==> src/rtl/sd_sector_server.sv <==
// sd_sector_server: responder side of the sector-buffer protocol.
// Serves 256-word sector reads and writes between the core's sector buffer
// and a word-wide backing memory. Out-of-range sectors read as zero and
// swallow writes without touching memory.
module sd_sector_server #(
  parameter int MEM_AW    = 24,
  parameter int SECTORS   = 16,
  parameter int ACK_DELAY = 2,
  parameter int DIN_LAT   = 1
) (
  input  logic              clk_sys,
  input  logic              reset_n,
  input  logic [31:0]       sd_lba,
  input  logic              sd_rd,
  input  logic              sd_wr,
  output logic              sd_ack,
  output logic [7:0]        sd_buff_addr,
  output logic [15:0]       sd_buff_dout,
  output logic              sd_buff_wr,
  input  logic [15:0]       sd_buff_din,
  output logic              mem_req,
  output logic              mem_we,
  output logic [MEM_AW-1:0] mem_addr,
  output logic [15:0]       mem_wdata,
  input  logic [15:0]       mem_rdata,
  input  logic              mem_ack,
  output logic              busy
);

  localparam logic [2:0] S_IDLE     = 3'd0;
  localparam logic [2:0] S_DLY      = 3'd1;
  localparam logic [2:0] S_RD_FETCH = 3'd2;
  localparam logic [2:0] S_RD_PUSH  = 3'd3;
  localparam logic [2:0] S_WR_ADDR  = 3'd4;
  localparam logic [2:0] S_WR_STORE = 3'd5;
  localparam logic [2:0] S_DONE     = 3'd6;

  localparam logic [3:0] ACK_CNT = 4'(ACK_DELAY);
  localparam logic [3:0] DIN_CNT = 4'(DIN_LAT);

  logic [2:0]        state_q, state_d;
  logic [MEM_AW-9:0] lba_q, lba_d;
  logic              dirRd_q, dirRd_d;
  logic              oor_q, oor_d;
  logic [7:0]        idx_q, idx_d;
  logic [3:0]        cnt_q, cnt_d;
  logic [15:0]       data_q, data_d;
  logic [15:0]       wdata_q, wdata_d;
  logic              ack_q, ack_d;

  // Next-state logic: one word per pass through FETCH/PUSH or ADDR/STORE.
  // The counter is shared between the ack delay and the buffer read latency
  // since the two waits never overlap.
  always_comb begin
    state_d = state_q;
    lba_d   = lba_q;
    dirRd_d = dirRd_q;
    oor_d   = oor_q;
    idx_d   = idx_q;
    cnt_d   = cnt_q;
    data_d  = data_q;
    wdata_d = wdata_q;
    ack_d   = ack_q;
    case (state_q)
      S_IDLE: begin
        if (sd_rd || sd_wr) begin
          lba_d   = sd_lba[MEM_AW-9:0];
          dirRd_d = sd_rd;
          idx_d   = 8'd0;
          oor_d   = (sd_lba >= 32'(SECTORS));
          if (ACK_DELAY == 0) begin
            ack_d   = 1'b1;
            cnt_d   = 4'd0;
            state_d = sd_rd ? S_RD_FETCH : S_WR_ADDR;
          end else begin
            cnt_d   = 4'd1;
            state_d = S_DLY;
          end
        end
      end
      S_DLY: begin
        if (cnt_q == ACK_CNT) begin
          ack_d   = 1'b1;
          cnt_d   = 4'd0;
          state_d = dirRd_q ? S_RD_FETCH : S_WR_ADDR;
        end else begin
          cnt_d = cnt_q + 4'd1;
        end
      end
      S_RD_FETCH: begin
        if (oor_q) begin
          data_d  = 16'h0000;
          state_d = S_RD_PUSH;
        end else if (mem_ack) begin
          data_d  = mem_rdata;
          state_d = S_RD_PUSH;
        end
      end
      S_RD_PUSH: begin
        if (idx_q == 8'hFF) begin
          state_d = S_DONE;
        end else begin
          idx_d   = idx_q + 8'd1;
          state_d = S_RD_FETCH;
        end
      end
      S_WR_ADDR: begin
        if (cnt_q == DIN_CNT) begin
          wdata_d = sd_buff_din;
          cnt_d   = 4'd0;
          state_d = S_WR_STORE;
        end else begin
          cnt_d = cnt_q + 4'd1;
        end
      end
      S_WR_STORE: begin
        if (oor_q || mem_ack) begin
          if (idx_q == 8'hFF) begin
            state_d = S_DONE;
          end else begin
            idx_d   = idx_q + 8'd1;
            state_d = S_WR_ADDR;
          end
        end
      end
      S_DONE: begin
        ack_d   = 1'b0;
        state_d = S_IDLE;
      end
      default: begin
        ack_d   = 1'b0;
        state_d = S_IDLE;
      end
    endcase
  end

  // State registers with synchronous active-low reset abandoning any transfer.
  always_ff @(posedge clk_sys) begin
    if (!reset_n) begin
      state_q <= S_IDLE;
      lba_q   <= '0;
      dirRd_q <= 1'b0;
      oor_q   <= 1'b0;
      idx_q   <= 8'd0;
      cnt_q   <= 4'd0;
      data_q  <= 16'h0000;
      wdata_q <= 16'h0000;
      ack_q   <= 1'b0;
    end else begin
      state_q <= state_d;
      lba_q   <= lba_d;
      dirRd_q <= dirRd_d;
      oor_q   <= oor_d;
      idx_q   <= idx_d;
      cnt_q   <= cnt_d;
      data_q  <= data_d;
      wdata_q <= wdata_d;
      ack_q   <= ack_d;
    end
  end

  // Outputs decode straight from registered state; mem_req drops the cycle
  // after mem_ack because the FSM has already left the requesting state.
  always_comb begin
    sd_ack       = ack_q;
    sd_buff_addr = idx_q;
    sd_buff_dout = data_q;
    sd_buff_wr   = (state_q == S_RD_PUSH);
    mem_req      = ((state_q == S_RD_FETCH) || (state_q == S_WR_STORE)) && !oor_q;
    mem_we       = (state_q == S_WR_STORE);
    mem_addr     = {lba_q, idx_q};
    mem_wdata    = wdata_q;
    busy         = (state_q != S_IDLE);
  end

endmodule

==> config.mk <==
export PLATFORM = sky130hd
export DESIGN_NAME = sd_sector_server
export DESIGN_NICKNAME = d
export VERILOG_FILES = /design/src/rtl/sd_sector_server.sv
export SDC_FILE = /design/constraint.sdc
export NUM_CORES = 1
export LEC_CHECK = 0
export ABC_AREA = 1
export BUFFER_PORTS_ARGS = -buffer_cell sky130_fd_sc_hd__clkbuf_2
export CAP_MARGIN = 5
export CORE_AREA = 2 2 83 85
export DETAILED_ROUTE_END_ITERATION = 16
export DIE_AREA = 0 0 85 87
export PLACE_DENSITY = 0.81
export SLEW_MARGIN = 10
export SYNTH_ARGS = -nofsm -noshare
export SYNTH_HDL_FRONTEND = slang
export SYNTH_SLANG_ARGS = --single-unit
==> constraint.sdc <==
create_clock -name clk_sys -period 1.5 [get_ports clk_sys]
set_input_delay 0.3 -clock clk_sys [delete_from_list [all_inputs] [get_ports clk_sys]]
set_output_delay 0.3 -clock clk_sys [all_outputs]
set_load 0.01 [all_outputs]
[After elaboration in Yosys (flattened, before gate mapping)]
Index checks and enable logic that the tools add are counted.
Operators by class
  add/sub/neg operators: 2
  magnitude comparators: 1
  equal/unequal tests: 13
  muxes and demuxes: 22
  bitwise gates (word level): 1
  reduce and logical (&&, ||, !) cells: 18
Operators by type and width (count)
  $ge 32x5->1 const B: 1
  $mux 16: 2
  $mux 3: 8
  $mux 8: 3
  $pmux 8 s3: 1
  $pmux 3 s6: 1
  $mux 4: 3
  $pmux 4 s3: 1
  $reduce_and 2->1: 5
  $reduce_bool 3->1: 3
  $add 8x1->8 const B: 1
  $eq 8x8->1 const B: 1
  $eq 3x2->1 const B: 2
  $eq 3x3->1 const B: 2
  $ne 2x2->1 const B: 3
  $reduce_and 5->1: 1
  $reduce_or 5->1: 1
  $add 4x1->4 const B: 1
  $eq 4x1->1 const B: 1
  $eq 4x2->1 const B: 1
  $eq 3x1->1 const B: 1
  $logic_not 3->1: 1
  $logic_or 1x1->1: 3
  $ne 3x3->1 const B: 1
  9 further kinds: 9
Word-level totals
  bits in registers: 66
  input bits: 69
  logic and storage cells: 66

[Logic depth before layout (Yosys ltp)]
Gate-level depths: netlist (run 1).
  depth after elaboration: 4
  mapped depth: 11
  mapped depth without buffers: 10

[Worst setup path before layout (run 1)]
Ideal clock, no wire load.
  path kind: flip-flop to flip-flop
  start: reg idx_q[0] (netlist: sd_buff_addr[0])
  end: reg idx_q[5] (netlist: sd_buff_addr[5])
  arrival: 1305 ps
  required time: 1367 ps
  setup slack: 61 ps
  stages on the path, launching flop included: 11
  path buffers: 0
  clock period less this slack: 1439 ps
  path through: dfxtp_1 > ha_1 > nand2_1 > nor2_1 > nand2_1 > nand2_2 > nand2_4 > nand2_8 > inv_6 > nand2_1 > a21oi_2
Between the ends
  cells in the longest elaborated chain, start to end: 4
  elaborated cells on any way between the ends: 5
  classes of those cells: add/sub: 1; eq/ne: 1; mux: 3
RTL lines
  start: declaration: line 45  | logic [7:0] idx_q, idx_d;
  start signal: assignment: line 154  | idx_q <= idx_d;
  $add 8x1->8 or $eq 8x8->1 (tied branches)
  $mux 8 (*): line 100, 118
  $mux 8: line 117  | if (oor_q || mem_ack) begin
  $pmux 8 s3 (*): line 64  | case (state_q)
Mark *: on every way between the ends. The rest lies on a longest branch, timed or not. The select of a mux whose other input is x is not followed.
A chain may end at the register's enable or synchronous reset.

[Worst setup path after layout (run 1)]
  start: reg state_q[2]
  end: out mem_req
Between the ends
  cells in the longest elaborated chain, start to end: 3
  elaborated cells on any way between the ends: 4
  classes of those cells: eq/ne: 2; reduce/logical: 2
RTL lines
  start: declaration: line 41  | logic [2:0] state_q, state_d;
  start signal: assignment: line 150  | state_q <= state_d;
  $eq 3x2->1 or $eq 3x3->1 (tied branches): line 169  | mem_req = ((state_q == S_RD_FETCH) || (state_q == S_WR_STORE)) && !oor_q;
  $logic_or 1x1->1 (*): line 169
  $logic_and 1x1->1 (*): line 169
  end: declaration: line 21  | output logic mem_req,
Mark *: on every way between the ends. The rest lies on a longest branch, timed or not.

==> impl_metrics.toml, run 1 <==
[outcome]
outcome = "completed"

[final_layout]
fillers = 613
multi_input_area_sq_um = 1450
finish.instance_area_sq_um = 4050
layout-drive-gt1-share_pct = 37.8
area_growth_pct = 36.0
seq_area_sq_um = 1330
insertedDiodeCount = 0
final_util_pct = 61.6
nets = 623

[critical_path]
setup.worst_path.end_class = "output port"
worstSetupPathType = "reg2out"
crit_path_start_kind = "flop"
critical_path.startpoint = "state_q[2]"
slowest_delay_ns = 0.38
r2r.worst_path.cells = 8
path_cells = "inv_6 > nand3_4 > a21oi_4 > buf_6"
r2r-start = "state_q[2]"
critical-path-slowest-cell = "dfxtp_4"
critPathRequiredTime_ns = 1.20
cp.arrival_ns = 1.18
crit_fanout = 7

[clock_network]
cts_max_path_buffers = 2
hold_buffers = 0
h-tree-depth = 3
cts_tree = "built"
cts_made_buffers = 9
clk_pin_slew_ns = 0.07
cts_root_buffer = "clkbuf_8"
clock_sinks = 66
clock_latency_ns = 0.33

[power_and_ir_drop]
leakage_nw = 1.90
peakVddDrop_uv = 890
power_density_nw_per_um2 = 1540
p_sw_mw = 2.38
p_seq_share_pct = 37.3
p_sw_share_pct = 38.1
p_comb_share_pct = 37.1
clkPwrFrac_pct = 25.6
p_int_mw = 3.86
power_mw = 6.23

[detailed_routing]
initialDrtViolationCount = 140
via_per_inst = 4.90
totalWireLength_um = 7560
drc_errors = 0
postRouteAntennaNets = 0
firstDrtPassIters = 4
vias = 3128
wl_per_cell_um = 11.8

[flow_run]
maxCapViolCount = 0

[sta]
grt_setup_unrepaired = "yes"
maxSlewHeadroom_pct = 68.2
setup_viol_count_final = 0
maxSlewViolCount = 0
tightest_slew_ns = 0.476
hold-worst-slack_ns = 0.191
period_needed_ns = 1.48
clock.fmax_ghz = 0.676
finalHoldViolations = 0
finalWorstSetupSlack_ns = 0.0213
fin_skew_ns = 0.00707
fin_crit_sh_pct = 98.6

[synthesis]
netlist_area_sq_um = 2980
ys_seq_area_share_pct = 44.4
yosysUniqueCellTypes = 38
avgSynthCellArea_sq_um = 7.28
syn_nets = 479
yosysTopAreaCell = "dfxtp_1"
synthTopCellsByArea = "dfxtp_1, nand2_1, nor2_1"
ys_warn_count = 0
syn_inst = 409
synth_top_area_share_pct = 44.4
synth-seq-cells = 66

[min_path]
hold_path.class = "in2reg"
hp-start = "sd_buff_din[11]"
worstHoldPathCells = 3

[place]
gp_congestion = 0.966
dpl.hpwl_um = 5510
placed_area_sq_um = 3720
io_buffers = 137
place_ws_ns = 0.0269

[global_routing]
overflow = 0
grt_pass1_vias = 2792
grt_use_total_pct = 19.9
grt_pass1_wl_um = 12000
grt_max_degree = 33
antenna_found_initial = 0

[floorplan]
row_count = 30
ios = 138
initial_core_util_pct = 45.3
die_y_um = 87
core-area_sq_um = 6570
die_x_um = 85
die_area_sq_um = 7400
-- layer usage --
layer,routed length [um],vias to the layer above,part of all wire [%],global-route usage [%]
li1,-,1608,-,-
met1,3290,1390,44,24.5
met2,3630,116,48,33.5
met3,494,14,6.5,4.36
met4,138,0,1.8,8.80
met5,0,-,0,0
-- registers in the layout, indices dropped and copies added (netlist names) --
name / count
sd_buff_dout: 16
state_q: 3
oor_q: 1
cnt_q: 4
dirRd_q: 1
mem_wdata: 16
lba_q: 16
sd_buff_addr: 8
sd_ack: 1
-- cells by family after synthesis --
logic type / share of synthesized area [%]
AND/OR/NAND/NOR: 31.9
AO/OA/AOI/OAI: 14.1
flip-flops: 44.4
adder cells (fa/ha/maj): 0.420
buffers and inverters: 8.66
XOR/XNOR: 0.589
-- cell type report --
type                            count  share of cell area (%)
Timing Repair Buffer              155                    20.4
Clock inverter                      5                    1.95
Clock buffer                       11                    3.24
Sequential cell                    66                    32.9
Inverter                           29                    3.18
Multi-Input combinational cell    292                    35.8
Tap cell                           80                    2.47
-- worst max-delay path: cells and delay by family (launching register included) --
| kind | cells | cell delay, ns |
|---|---|---|
| DFF | 1 | 0.38 |
| buffers and inverters | 2 | 0.21 |
| AOI/OAI and AO/OA | 1 | 0.16 |
| and+or+nand+nor | 1 | 0.10 |
-- what timing repair did --
action                     4_1_cts  5_1_grt
setup buffers                    1        4
pin swaps                        1        2
resized for setup               15       14
setup endpoints to repair        4       29
-- per-stage QoR --
stage / instances / setup TNS (ns)
finish: 638 / 0
detailed placement: 617 / 0
floorplan: 409 / 0
CTS: 634 / 0
global route: 638 / -0.0421
global placement: 617 / 0
-- synth_stat cells --
| cell | instances |
|---|---|
| o21bai_1 | 1 |
| nand3b_1 | 2 |
| a21oi_1 | 40 |
| nand2_2 | 4 |
| buf_1 | 1 |
| inv_6 | 1 |
| o21ai_0 | 24 |
| clkinv_1 | 1 |
| o21ai_1 | 2 |
| nor2_8 | 1 |
| nand4_1 | 4 |
| nand3_1 | 24 |
| nor4_1 | 2 |
| buf_2 | 2 |
| nand3_2 | 3 |
| nand2_4 | 1 |
| inv_2 | 6 |
| dfxtp_1 | 66 |
| buf_6 | 2 |
| inv_1 | 19 |
| clkbuf_1 | 6 |
| nor2_2 | 3 |
| a21oi_2 | 5 |
| nor2_4 | 2 |
| clkinv_2 | 2 |
| nand2_8 | 1 |
| xnor2_1 | 1 |
| nor3b_1 | 1 |
| ha_1 | 1 |
| nor3_1 | 4 |
| buf_4 | 11 |
| nor2_1 | 62 |
| a21boi_0 | 2 |
| xor2_1 | 1 |
| o211ai_1 | 1 |
| o2bb2ai_1 | 1 |
| o22ai_1 | 1 |
| nand2_1 | 98 |
-- worst paths after layout --
kind	slack [ns]	to
setup / recovery	0.02	mem_req
hold / removal	0.19	mem_wdata[11]
setup reg to reg	0.12	mem_wdata[1]
hold reg to reg	0.47	sd_buff_dout[9]
-- power groups by stage --
stage / Clock [mW] / Combinational (mW) / Sequential, mW
after floorplan: 0 / 1.40 / 2.40
after global placement: 0 / 2.14 / 2.30
after detailed placement: 0 / 2.17 / 2.31
after CTS: 1.63 / 2.25 / 2.31
after global routing: 1.71 / 2.59 / 2.36
final: 1.60 / 2.31 / 2.33
-- layout by cell type, fill, tap and decap left out, types with 3 or more instances in the layout --
master and n:
clkbuf_2 136, nand2_1 94, dfxtp_1 62, nor2_1 60, a21oi_1 39, o21ai_0 23
nand3_1 23, inv_1 18, buf_4 18, clkbuf_8 9, nand2_2 8, a21oi_2 5
clkinv_2 4, nor2_2 4, nand4_1 4, nor3_1 4, inv_4 3, nor2_4 3
inv_2 3, o21ai_1 3, dfxtp_4 3
Note: power is estimated with default switching activity, not from simulation.
==> run 2: changes to the inputs <==
- CORE_AREA: 2 2 83 85 -> 2 2 87 81
- DIE_AREA: 0 0 85 87 -> 0 0 89 83
==> run 2 against run 1 <==
  * Clock skew rose by 0.0036 ns
  * Wire length about the same
  * Critical path depth unchanged
  * Maximum frequency down 0.89%
  * Register-to-register slack worse by 0.03 ns
  * Highest routed layer unchanged
==> impl_metrics.toml, run 2 (synthesized netlist as in run 1, its figures left out) <==
[outcome]
outcome = "completed"

[floorplan]
die_x_um = 89
ios = 138
die_y_um = 83
core-area_sq_um = 6450
row_count = 28
initial_core_util_pct = 46.2
die_area_sq_um = 7390

[global_routing]
grt_pass1_wl_um = 12100
grt_use_total_pct = 20.2
antenna_found_initial = 0
grt_pass1_vias = 2897
grt_max_degree = 43
overflow = 0

[sta]
period_needed_ns = 1.49
maxSlewHeadroom_pct = 67.9
grt_setup_unrepaired = "yes"
setup_viol_count_final = 0
fin_skew_ns = 0.0106
clock.fmax_ghz = 0.670
maxSlewViolCount = 0
tightest_slew_ns = 0.481
finalHoldViolations = 0
fin_crit_sh_pct = 99.5

[min_path]
hp-start = "sd_buff_din[15]"
hold_path.class = "in2reg"
worstHoldPathCells = 3
whs_endpoint = "mem_wdata[15]"

[final_layout]
area_growth_pct = 36.1
insertedDiodeCount = 0
finish.instance_area_sq_um = 4050
nets = 625
mostFrequentLayoutCells = "clkbuf_2, nand2_1, dfxtp_1"
fin_cells = 649
layout_commonest_cell = "clkbuf_2"
layout-drive-gt1-share_pct = 37.4
fillers = 603
final_util_pct = 62.9

[clock_network]
cts_root_buffer = "clkbuf_8"
cts_made_buffers = 9
h-tree-depth = 3
clock_sinks = 66
clock_latency_ns = 0.34
hold_buffers = 0
cts_max_path_buffers = 2
cts_tree = "built"
clk_pin_slew_ns = 0.08

[detailed_routing]
drc_errors = 0
via_per_inst = 4.81
totalWireLength_um = 7550
wl_per_cell_um = 11.6
postRouteAntennaNets = 0
initialDrtViolationCount = 143
firstDrtPassIters = 4
vias = 3122

[critical_path]
path_cells = "inv_4 > nand3_4 > a21oi_2 > buf_2"
slowest_delay_ns = 0.39
crit_fanout = 8
rr_endpoint = "state_q[2]"
critPathRequiredTime_ns = 1.20
critical-path-slowest-cell = "dfxtp_4"
cp.arrival_ns = 1.19
r2r-start = "cnt_q[0]"
setup.worst_path.end_class = "output port"
rrSetupSlack_ns = 0.09
r2r.worst_path.cells = 8
worstSetupPathType = "reg2out"
crit_path_start_kind = "flop"

[place]
dpl.hpwl_um = 5470
placed_area_sq_um = 3750
gp_congestion = 0.898
io_buffers = 137
dp.cells = 628

[power_and_ir_drop]
peakVddDrop_uv = 744
power_density_nw_per_um2 = 1500
p_seq_share_pct = 37.7
p_comb_share_pct = 38.5
clkPwrFrac_pct = 23.8
p_int_mw = 3.72
p_sw_mw = 2.37
leakage_nw = 1.90
p_sw_share_pct = 39.0

[flow_run]
maxCapViolCount = 0
-- run 2: changes by cell type in the layout (fill, tap and decap cells not counted), moves of 2 or more --
cell	delta
nand2_1	+2
clkbuf_1	-2
buf_12	+2
nand2_2	-2
clkinvlp_4	+2
-- run 2: routing by layer --
metal	up-vias	track usage, %	part of all wire [%]	wire [um]
li1	1619	-	-	-
met3	9	6.06	8.0	601
met5	-	0	0	0
met1	1378	24.0	42	3180
met2	116	34.7	49	3690
met4	0	5.83	1.1	85
-- run 2: worst max-delay path by stage --
stage	slack, ns	endpoint	cells past startpoint	from
final	0.008	mem_req	4	state_q[1]
after global routing	-0.04	mem_req	4	state_q[1]
after CTS	0.008	mem_req	4	state_q[1]
after detailed placement	0.03	sd_buff_addr[2]	10	state_q[1]
after global placement	0.08	sd_buff_addr[1]	9	state_q[1]
after floorplan	0.06	sd_buff_addr[5]	10	sd_buff_addr[0]
-- run 2: critical path, delay by kind of cell, from the launching register on --
family	cells	cell delay (ns)
simple gates	1	0.10
flops	1	0.39
buf+inv	2	0.23
compound gates	1	0.14
-- run 2: timing repair --
action	4_1_cts	5_1_grt
pin swaps	1	1
buffers inserted	3	3
resized for setup	13	8
setup endpoints to repair	4	31
-- run 2: power by group through the flow --
| stage | Clock, mW | Combinational, mW | Sequential, mW |
|---|---|---|---|
| final | 1.45 | 2.35 | 2.30 |
| after global routing | 1.57 | 2.64 | 2.34 |
| after CTS | 1.49 | 2.29 | 2.29 |
| after detailed placement | 0 | 2.18 | 2.31 |
| after global placement | 0 | 2.15 | 2.30 |
| after floorplan | 0 | 1.40 | 2.40 |
-- run 2: cell type report --
cell class	count	area (sq um)	share of cell area, %
Clock buffer	9	124	3.06
Clock inverter	6	67.6	1.67
Inverter	29	126	3.12
Multi-Input combinational cell	292	1430	35.3
Sequential cell	66	1330	32.9
Tap cell	90	113	2.78
Timing Repair Buffer	157	861	21.2
-- run 2: metrics by stage --
step | power [mW] | hold WS [ns] | worst slack, ns | TNS [ns]
floorplan | 3.79 | 0.435 | 0.0611 | 0
global placement | 4.44 | 0.451 | 0.0804 | 0
detailed placement | 4.49 | 0.455 | 0.0280 | 0
CTS | 6.07 | 0.175 | 0.00756 | 0
global route | 6.55 | 0.185 | -0.0393 | -0.0949
finish | 6.10 | 0.187 | 0.00804 | 0
==> run 3: changes to the inputs <==
- CORE_AREA: 2 2 87 81 -> 2 2 64 111
- DIE_AREA: 0 0 89 83 -> 0 0 66 113
- PLACE_DENSITY: 0.81 -> 0.8
==> run 3 against run 2 <==
  * Core utilization shrank 0.34 points
  * Clock-buffer cell count grew 3
  * Flip-flop and latch count is the same
  * Clock skew shrank 0.0024 ns
  * Register-to-register slack is essentially flat
  * Via count grew 2.0%
==> impl_metrics.toml, run 3 (synthesized netlist as in run 1, its figures left out) <==
[sta]
finalWorstSetupSlack_ns = 0.0134
maxSlewHeadroom_pct = 68.8
fin_skew_ns = 0.00823
fin_crit_sh_pct = 99.1
fin_setup_tns_ns = 0
period_needed_ns = 1.49
clock.fmax_ghz = 0.673
grt_setup_unrepaired = "yes"
finalHoldViolations = 0
setup_viol_count_final = 0
maxSlewViolCount = 0
tightest_slew_ns = 0.467

[global_routing]
grt_max_degree = 33
grt_use_total_pct = 21.4
grt_pass1_vias = 2982
grt_pass1_wl_um = 12600
antenna_found_initial = 0
overflow = 0

[place]
place_ws_ns = 0.0202
io_buffers = 137
gp_congestion = 0.889
dpl.hpwl_um = 5930
dp.cells = 619

[critical_path]
slowest_delay_ns = 0.39
critPathRequiredTime_ns = 1.20
path_buf_inv = 1
setup.worst_path.end_class = "output port"
worstSetupPathType = "reg2out"
critical-path-slowest-cell = "dfxtp_4"
crit_path_start_kind = "flop"
crit_fanout = 8
cp.arrival_ns = 1.19
path_cells = "nor2_4 > nand2_1 > clkbuf_2"
crit_family = "flip-flops"

[final_layout]
fillers = 618
seq_area_sq_um = 1330
nets = 620
area_growth_pct = 37.4
multi_input_area_sq_um = 1440
layout-drive-gt1-share_pct = 37.5
layout_commonest_cell = "clkbuf_2"
fin_cells = 637
mostFrequentLayoutCells = "clkbuf_2, nand2_1, dfxtp_1"
insertedDiodeCount = 0

[power_and_ir_drop]
peakVddDrop_uv = 1220
leakage_nw = 1.91
power_density_nw_per_um2 = 1630
power_mw = 6.66

[detailed_routing]
totalWireLength_um = 7940
initialDrtViolationCount = 156
postRouteAntennaNets = 0
via_per_inst = 5.00
drc_errors = 0
firstDrtPassIters = 4
vias = 3184
wl_per_cell_um = 12.5

[clock_network]
cts_max_path_buffers = 2
clk_pin_slew_ns = 0.05
h-tree-depth = 3
cts_tree = "built"
clock_sinks = 66
cts_made_buffers = 9
clock_latency_ns = 0.32
cts_root_buffer = "clkbuf_16"
hold_buffers = 0

[outcome]
outcome = "completed"

[floorplan]
core-area_sq_um = 6540
row_count = 39
die_y_um = 113
die_area_sq_um = 7460
die_x_um = 66
ios = 138
initial_core_util_pct = 45.5

[min_path]
hold_path.class = "in2reg"

[flow_run]
maxCapViolCount = 0
run 3: per-stage QoR:
| stage | hold slack [ns] | utilization, % | area [sq um] |
|---|---|---|---|
| 6_report | 0.205 | 62.5 | 4090 |
| 4_1_cts | 0.195 | 62.0 | 4050 |
| 5_1_grt | 0.209 | 62.5 | 4090 |
| 3_5_place_dp | 0.459 | 56.9 | 3720 |
| 2_1_floorplan | 0.435 | - | 2980 |
| 3_3_place_gp | 0.452 | 56.9 | 3720 |
run 3: worst register-to-register path, delay by kind of cell (launching register included):
kind,cells,cell delay [ns]
buffers and inverters,1,0.10
AND/OR/NAND/NOR,6,0.72
AO/OA/AOI/OAI,1,0.15
flip-flops,1,0.38
run 3: path summary, 6_finish.rpt:
| kind | from | cells past startpoint | slack (ns) | to |
|---|---|---|---|---|
| setup reg to reg | cnt_q[0] | 8 | 0.08 | state_q[0] |
| hold / removal | sd_lba[1] | 3 | 0.21 | lba_q[1] |
| setup / recovery | state_q[1] | 3 | 0.01 | busy |
| hold reg to reg | lba_q[9] | 2 | 0.46 | lba_q[9] |
run 3: power breakdown:
| part | internal, mW | switching, mW |
|---|---|---|
| clock network | 1.25 | 0.740 |
| registers | 2.07 | 0.263 |
| logic | 0.851 | 1.48 |
| total | 4.17 | 2.49 |
run 3: what timing repair did:
action,4_1_cts,5_1_grt
cloned,0,0
setup buffers,1,1
resized for setup,11,12
endpoints found under the setup margin,5,30
pin swaps,0,3
run 3: cell type report:
cell class | count | share of cell area, %
inverter | 29 | 3.09
timing repair buffer | 152 | 19.5
tap | 82 | 2.51
sequential | 66 | 32.6
multi-input combinational | 292 | 35.2
clock inverter | 4 | 0.612
clock buffer | 12 | 6.52
run 3: metal layers:
layer | up-vias | routed length [um] | track usage, %
met4 | 0 | 148 | 9.12
met1 | 1463 | 2890 | 21.6
met5 | - | 0 | 0
li1 | 1608 | - | -
met3 | 13 | 407 | 4.97
met2 | 100 | 4490 | 40.4
